==> config.mk <==
export PLATFORM = sky130hd
export DESIGN_NAME = serial_adder_8bit
export DESIGN_NICKNAME = d
export VERILOG_FILES = /design/src/rtl/serial_adder_8bit.sv
export SDC_FILE = /design/constraint.sdc
export NUM_CORES = 1
export LEC_CHECK = 0
export ABC_AREA = 1
export CAP_MARGIN = 20
export CORE_MARGIN = 1
export CORE_UTILIZATION = 52
export DETAILED_ROUTE_END_ITERATION = 12
export GPL_ROUTABILITY_DRIVEN = 0
export PLACE_DENSITY = 0.78
export SYNTH_ARGS = -nofsm -noshare
export SYNTH_HDL_FRONTEND = slang
export SYNTH_SLANG_ARGS = --single-unit
export TNS_END_PERCENT = 30
==> constraint.sdc <==
create_clock -name clk -period 1.7 [get_ports clk]
set_input_delay 0.255 -clock clk [delete_from_list [all_inputs] [get_ports clk]]
set_output_delay 0.255 -clock clk [all_outputs]
set_load 0.05 [all_outputs]
==> src/rtl/serial_adder_8bit.sv <==
// Bit-serial ripple adder: one full-adder slice reused over WIDTH cycles,
// LSB first, with the inter-bit carry held in a flip-flop.
//
// state | meaning
// ------+-----------------------------------------------------------
// IDLE  | waiting for Start; operands loaded on the accepting edge
// RUN   | one sum bit per edge, WIDTH edges, result latched on last
// DONE  | single-cycle Done pulse, Start ignored, then back to IDLE
module serial_adder_8bit #(
  parameter int WIDTH = 8
) (
  input  logic             clk,
  input  logic             rst_n,
  input  logic             Start,
  input  logic [WIDTH-1:0] A,
  input  logic [WIDTH-1:0] B,
  input  logic             Cin,
  output logic             Busy,
  output logic             Done,
  output logic [WIDTH-1:0] Sum,
  output logic             Carry,
  output logic             Ovf
);

  localparam int CW = (WIDTH > 2) ? $clog2(WIDTH) : 1;
  localparam logic [CW-1:0] LAST_BIT = CW'(WIDTH - 1);

  typedef enum logic [1:0] {
    IDLE = 2'd0,
    RUN  = 2'd1,
    DONE = 2'd2
  } state_t;

  state_t r_state;
  state_t w_state_nxt;

  logic [WIDTH-1:0] r_a_sh;
  logic [WIDTH-1:0] r_b_sh;
  logic [WIDTH-1:0] r_s_sh;
  logic             r_c;
  logic [CW-1:0]    r_cnt;
  logic [WIDTH-1:0] r_sum;
  logic             r_carry;
  logic             r_ovf;

  logic             w_s;
  logic             w_c_nxt;
  logic             w_last;

  // Full-adder slice on the current LSBs plus the held carry.
  assign w_s     = r_a_sh[0] ^ r_b_sh[0] ^ r_c;
  assign w_c_nxt = (r_a_sh[0] & r_b_sh[0]) | (r_a_sh[0] & r_c) | (r_b_sh[0] & r_c);
  assign w_last  = (r_cnt == LAST_BIT);

  // State register.
  always_ff @(posedge clk or negedge rst_n) begin
    if (!rst_n) begin
      r_state <= IDLE;
    end else begin
      r_state <= w_state_nxt;
    end
  end

  // Next-state logic; Start is only looked at from IDLE so requests while busy drop.
  always_comb begin
    w_state_nxt = r_state;
    case (r_state)
      IDLE:    if (Start) w_state_nxt = RUN;
      RUN:     if (w_last) w_state_nxt = DONE;
      DONE:    w_state_nxt = IDLE;
      default: w_state_nxt = IDLE;
    endcase
  end

  // Operand capture, bit-serial shifting and result latching.
  always_ff @(posedge clk or negedge rst_n) begin
    if (!rst_n) begin
      r_a_sh  <= '0;
      r_b_sh  <= '0;
      r_s_sh  <= '0;
      r_c     <= 1'b0;
      r_cnt   <= '0;
      r_sum   <= '0;
      r_carry <= 1'b0;
      r_ovf   <= 1'b0;
    end else begin
      case (r_state)
        IDLE: begin
          if (Start) begin
            r_a_sh <= A;
            r_b_sh <= B;
            r_c    <= Cin;
            r_cnt  <= '0;
          end
        end
        RUN: begin
          r_s_sh <= {w_s, r_s_sh[WIDTH-1:1]};
          r_a_sh <= {1'b0, r_a_sh[WIDTH-1:1]};
          r_b_sh <= {1'b0, r_b_sh[WIDTH-1:1]};
          r_c    <= w_c_nxt;
          if (w_last) begin
            // Counter parks at zero so it never leaves 0..WIDTH-1.
            r_cnt   <= '0;
            r_sum   <= {w_s, r_s_sh[WIDTH-1:1]};
            r_carry <= w_c_nxt;
            // r_c here is the carry into the MSB slice.
            r_ovf   <= r_c ^ w_c_nxt;
          end else begin
            r_cnt <= r_cnt + CW'(1);
          end
        end
        default: ;
      endcase
    end
  end

  assign Busy  = (r_state != IDLE);
  assign Done  = (r_state == DONE);
  assign Sum   = r_sum;
  assign Carry = r_carry;
  assign Ovf   = r_ovf;

endmodule

==> run_results.csv, run 1 <==
group,metric,value,unit
outcome,status,"complete, no violations",
min_path,hold_path_class,"in -> reg",
synth,synth_ff_type,"dfrtp_1",
synth,ys_async_sr_fraction,100,%
pwr,internal-power,2.26,mW
timing,rsz0062_at_grt,"no",
synth,synth_top_area_share,51.2,%
pwr,switching_share,45.0,%
min_path,hp-start,"A[7]",
placed_design,dp.cells,300,
floorplan,rows,21,
worst_setup_path,timing.rr.end,"Sum[6]",
synth,postSynthCellCount,228,
route,route.met3.wl,144,um
worst_setup_path,reg2reg_slack,0.38,ns
pwr,leakage,1.25,nW
synth,synth_cell_types,19,
layout,instances_no_fill,308,
clock_tree,insertion_delay,0.35,ns
synth,post-synth-top-count-cell,"nand2_1",
timing,clock_skew,0.00385,ns
timing,fin_crit,1.57,ns
pwr,finalPower,4.11,mW
route,routed_wl,3390,um
timing,tightestPinTransition,0.485,ns
min_path,min_path_cells,3,
floorplan,die_h,62.5,um
placed_design,dp_hpwl,2250,um
layout,area_growth,19.9,%
clock_tree,ctsResizeCount,0,
layout,fin_nets,285,
layout,seq_area,976,um^2
timing,timing.hold.ws,0.472,ns
floorplan,dieArea,0.00391,mm^2
floorplan,die_w,62.5,um
placed_design,io_buffers,31,
layout,fill_cells,311,
route,met2_length,1580,um
synth,yosysWarnings,0,
global_route,grt_pass1_vias,1292,
route,topRoutingLayerUsed,"met4",
worst_setup_path,arrival,1.31,ns
worst_setup_path,critPathKind,"reg -> out",
pwr,share_clk_of_total_power,11.9,%
synth,syn_area_per_cell,8.36,um^2
timing,min_period_over_period,92.3,%
route,wl_per_cell,11.0,um
worst_setup_path,start_kind,"flip-flop",
clock_tree,cts_buffers,5,
clock_tree,clk_pin_slew,0.11,ns
synth,synthTopCellsByArea,"dfrtp_1, nand2_1, inv_1",
timing,final_hold_viol_count,0,
clock_tree,clockBufferDepth,2,
timing,max_slew_margin,67.6,%
timing,setup_viol,0,
route,vias,1441,
timing,slew_violations,0,
synth,synth-seq-cells,39,
route,first_pass_iters,4,
clock_tree,tritoncts,"done",
global_route,grt_max_degree,40,
synth,synth-edff-count,0,
clock_tree,post-cts-setup-buffers,0,
route,m1WireLength,1610,um
synth,synth_top_area_cell,"dfrtp_1",
worst_setup_path,crit_fanout,9,
layout,drive_gt1_share,15.6,%
placed_design,place_area,0.00222,mm^2
timing,max_freq,637,MHz
floorplan,ios,32,
pwr,combPwrFrac,49.2,%
layout,multiInputGateArea,688,um^2
pwr,p_switching,1.85,mW
floorplan,start_util,55.8,%
route,viasPerCell,4.68,
layout,n_antenna_cell,0,
min_path,min_to,"r_a_sh[7]",
route,ant_nets,0,
floorplan,core,0.00342,mm^2
route,drcViolationCount,0,
route,drt-initial-drc-count,79,
worst_setup_path,ff2ff_path_depth,5,
worst_setup_path,cp.required,1.44,ns
synth,yosysSeqAreaShare,51.2,%
global_route,grt_pass1_wl,5730,um
pwr,seqPwrFrac,38.8,%
timing,fin_tns_setup,0,ns
global_route,grt_antenna_before_repair,0,
global_route,grt_overflow,0,
synth,syn_nets,251,
clock_tree,htree_levels,2,
run,maxCapViolations,0,
synth,synth_top_cells_by_count,"nand2_1, dfrtp_1, inv_1",
worst_setup_path,endpoint_kind,"output pin",
global_route,grt_use_total,19.1,%
pwr,peakVddDrop,0.000868,V
pwr,p_per_area,1800,mW/mm^2
synth,syn_area,0.00191,mm^2
clock_tree,cts-root-buf,"clkbuf_4",
layout,final_area,0.00228,mm^2
worst_setup_path,timing.rr.start,"r_state[0]",
clock_tree,cts_sinks,39,
## layout make-up
class / count / area share, %
Timing Repair Buffer: 36 / 15.4
Inverter: 41 / 6.74
Multi-Input combinational cell: 139 / 30.1
Tap cell: 46 / 2.52
Clock buffer: 6 / 2.25
Sequential cell: 39 / 42.7
Clock inverter: 1 / 0.219
## layout by cell type, fill, tap and decap left out, types with 2 or more instances in the layout
cell             synthesis  final
clkbuf_4                 0      5
nand2_1                 92     92
buf_12                   0      3
inv_2                    2      2
nand2_4                  3      3
o21ai_0                 10     10
buf_4                    2     13
ha_1                     2      2
nand3_1                 16     16
dfrtp_1                 39     39
inv_1                   39     39
clkdlybuf4s50_1          0     18
o21ai_2                  9      9
## worst max path at each step
stage                          start   endpoint  slack (ns)  cells after the start
after global routing      r_state[0]       Busy        0.04                      3
after detailed placement       Start  r_b_sh[7]        0.37                      5
final                     r_state[0]       Busy        0.13                      3
after floorplan           r_state[0]       Done         0.1                      3
after global placement         Start  r_b_sh[7]        0.40                      5
after CTS                 r_state[0]       Busy        0.12                      3
## kinds of logic after synthesis
kind of cell	share of synthesized area (%)
AND/OR/NAND/NOR	26.3
AO/OA/AOI/OAI	7.03
adder cells (fa/ha/maj)	2.36
XOR/XNOR	0.460
flip-flops	51.2
buffers and inverters	12.7
## layer usage
metal	track usage (%)	vias to the layer above
li1	-	743
met1	25.0	665
met3	6.02	7
met2	29.6	26
met4	7.27	0
met5	0	-
## worst max-delay path, stage by stage (launching register included)
cell and delay, ns:
dfrtp_1 0.58, inv_2 0.11, nand2_1 0.12, buf_12 0.14
## stage by stage
step | setup WS (ns) | util, %
6_report | 0.131 | 66.9
5_1_grt | 0.0378 | 66.9
3_3_place_gp | 0.399 | 64.9
4_1_cts | 0.116 | 66.9
3_5_place_dp | 0.368 | 64.9
2_1_floorplan | 0.0966 | -
## sequential cells by signal (all words and copies together), names as in the netlist, 2 cells and up
name / count
r_cnt: 3
r_s_sh: 7
r_b_sh: 8
Sum: 8
r_state: 2
r_a_sh: 8
## power groups by stage
stage	Clock (mW)	Combinational, mW	Sequential (mW)
final	0.490	2.02	1.60
after detailed placement	0	2.05	1.60
after global placement	0	1.98	1.60
after global routing	0.533	2.26	1.64
after floorplan	0	1.27	1.89
after CTS	0.499	2.06	1.59
## timing repair
action / in CTS / in global routing
hold endpoints to repair: 39 / 0
endpoints found under the setup margin: 0 / 0
hold buffers: 1 / 0
Note: power is estimated with default switching activity, not from simulation.
==> run 2, diff against run 1 <==
CAP_MARGIN = unset   (was 20)
==> results of run 2 <==
Same layout as run 1: the final DEF is identical, and so are final timing and power.
==> run 3, diff against run 2 <==
CELL_PAD_IN_SITES_DETAIL_PLACEMENT = 0   (was unset)
CELL_PAD_IN_SITES_GLOBAL_PLACEMENT = 1   (was unset)
CORE_UTILIZATION = 39   (was 52)
PLACE_DENSITY = unset   (was 0.78)
PLACE_DENSITY_LB_ADDON = 0.1   (was unset)
SETUP_SLACK_MARGIN = 0.3   (was unset)
==> run 3 against run 2 <==
  * Power is 7.5% higher
  * Highest routed layer unchanged
  * Clock skew hardly changed
  * Critical endpoint unchanged
  * Register-to-register slack hardly changed
  * Via count is 1.9% lower
==> run_results.csv, run 3 (synthesis gave the netlist of run 1 again) <==
group,metric,value,unit
timing,setup_viol,0,
pwr,combPwrFrac,46.5,%
layout,fin_nets,289,
clock_tree,htree_levels,2,
layout,mostFrequentLayoutCells,"nand2_1, inv_1, dfrtp_1, clkdlybuf4s50_1, nand3_1",
clock_tree,cts-root-buf,"clkbuf_8",
timing,fin_crit,1.39,ns
route,wl_per_cell,10.4,um
route,drcViolationCount,0,
clock_tree,clockBufferDepth,2,
min_path,hold_path_class,"in -> async",
worst_setup_path,critPathKind,"reg -> out",
route,viasPerCell,4.23,
global_route,grt_overflow,0,
route,drt-initial-drc-count,60,
pwr,p_switching,1.85,mW
placed_design,dp_hpwl,2390,um
worst_setup_path,crit_fanout,5,
floorplan,ios,32,
timing,min_period_over_period,82.0,%
route,routed_wl,3490,um
placed_design,io_buffers,31,
route,first_pass_iters,4,
timing,rsz0062_at_grt,"yes",
clock_tree,cts_buffers,5,
floorplan,core,0.00472,mm^2
clock_tree,insertion_delay,0.28,ns
timing,slew_violations,0,
layout,mostFrequentLayoutCell,"nand2_1",
worst_setup_path,arrival,1.14,ns
global_route,grt_antenna_before_repair,0,
global_route,grt_pass1_vias,1386,
timing,max_slew_margin,83.8,%
floorplan,rows,25,
pwr,finalPower,4.42,mW
timing,clock_skew,0.00373,ns
floorplan,dieArea,0.00517,mm^2
global_route,grt_pass1_wl,6290,um
pwr,seqPwrFrac,35.6,%
clock_tree,cts_sinks,39,
layout,area_growth,26.9,%
timing,final_hold_viol_count,0,
worst_setup_path,endpoint_kind,"output pin",
layout,drive_gt1_share,18.0,%
timing,max_freq,718,MHz
placed_design,dp.cells,322,
pwr,p_per_area,1830,mW/mm^2
layout,n_antenna_cell,0,
timing,fin_tns_setup,0,ns
outcome,status,"complete, no violations",
timing,tightestPinTransition,0.243,ns
run,maxCapViolations,0,
floorplan,start_util,40.3,%
clock_tree,clk_pin_slew,0.07,ns
layout,instances_no_fill,334,
route,vias,1413,
global_route,grt_max_degree,40,
pwr,peakVddDrop,0.000699,V
pwr,leakage,1.30,nW
global_route,grt_use_total,15.7,%
floorplan,die_w,71.9,um
clock_tree,tritoncts,"done",
pwr,switching_share,41.9,%
pwr,share_clk_of_total_power,17.9,%
pwr,internal-power,2.57,mW
floorplan,die_h,71.9,um
route,ant_nets,0,
worst_setup_path,cp.required,1.44,ns
worst_setup_path,start_kind,"flip-flop",
## run 3: per-layer routing
layer	up-vias	global-route usage (%)	part of all wire, %
li1	754	-	-
met1	629	20.8	50
met2	24	25.2	46
met3	6	4.17	3.2
met4	0	5.23	1.3
met5	-	0	0
## run 3: layout make-up
cell class	count	area (um^2)
sequential	39	977
tap	67	83.8
timing repair buffer	40	390
inverter	41	154
multi-input combinational	139	696
clock buffer	6	82.6
clock inverter	2	35.0
fill	479	2300
## run 3: timing repair
action	CTS	global route
endpoints found under the setup margin	1	6
resized for setup	3	1
hold buffers	1	0
endpoints found under the hold margin	39	0
setup buffers	3	0
## run 3: path summary, 6_finish.rpt
path | slack [ns] | to | cells after the start | from
worst max-delay path | 0.31 | Busy | 3 | r_state[1]
worst min-delay path | 0.46 | Ovf | 3 | rst_n
worst max register to register | 0.39 | r_b_sh[7] | 6 | r_state[0]
worst min register to register | 0.48 | Ovf | 2 | Ovf
max in group asynchronous | 1.03 | r_state[0] | 3 | rst_n
min in group clk | 0.48 | Ovf | 2 | Ovf
## run 3: critical path, cell delays in order (launching register included)
cell and delay, ns:
dfrtp_1 0.42, inv_2 0.16, nand2_1 0.11, buf_12 0.16
## run 3: stage by stage
stage | utilization [%] | setup WS [ns] | hold WS [ns] | cell area [um^2]
final | 51.2 | 0.306 | 0.459 | 2420
after global routing | 51.2 | 0.256 | 0.477 | 2420
after global placement | 47.7 | 0.339 | 0.246 | 2250
after floorplan | - | 0.320 | -0.0406 | 1910
after detailed placement | 47.7 | 0.347 | 0.243 | 2250
after CTS | 51.1 | 0.302 | 0.467 | 2410
## run 3: power groups by stage
stage | clock [mW] | sequential (mW) | combinational (mW)
floorplan | 0 | 1.89 | 1.28
global placement | 0 | 1.59 | 2.02
detailed placement | 0 | 1.59 | 2.04
CTS | 0.825 | 1.58 | 2.10
global route | 0.865 | 1.62 | 2.32
finish | 0.791 | 1.57 | 2.05
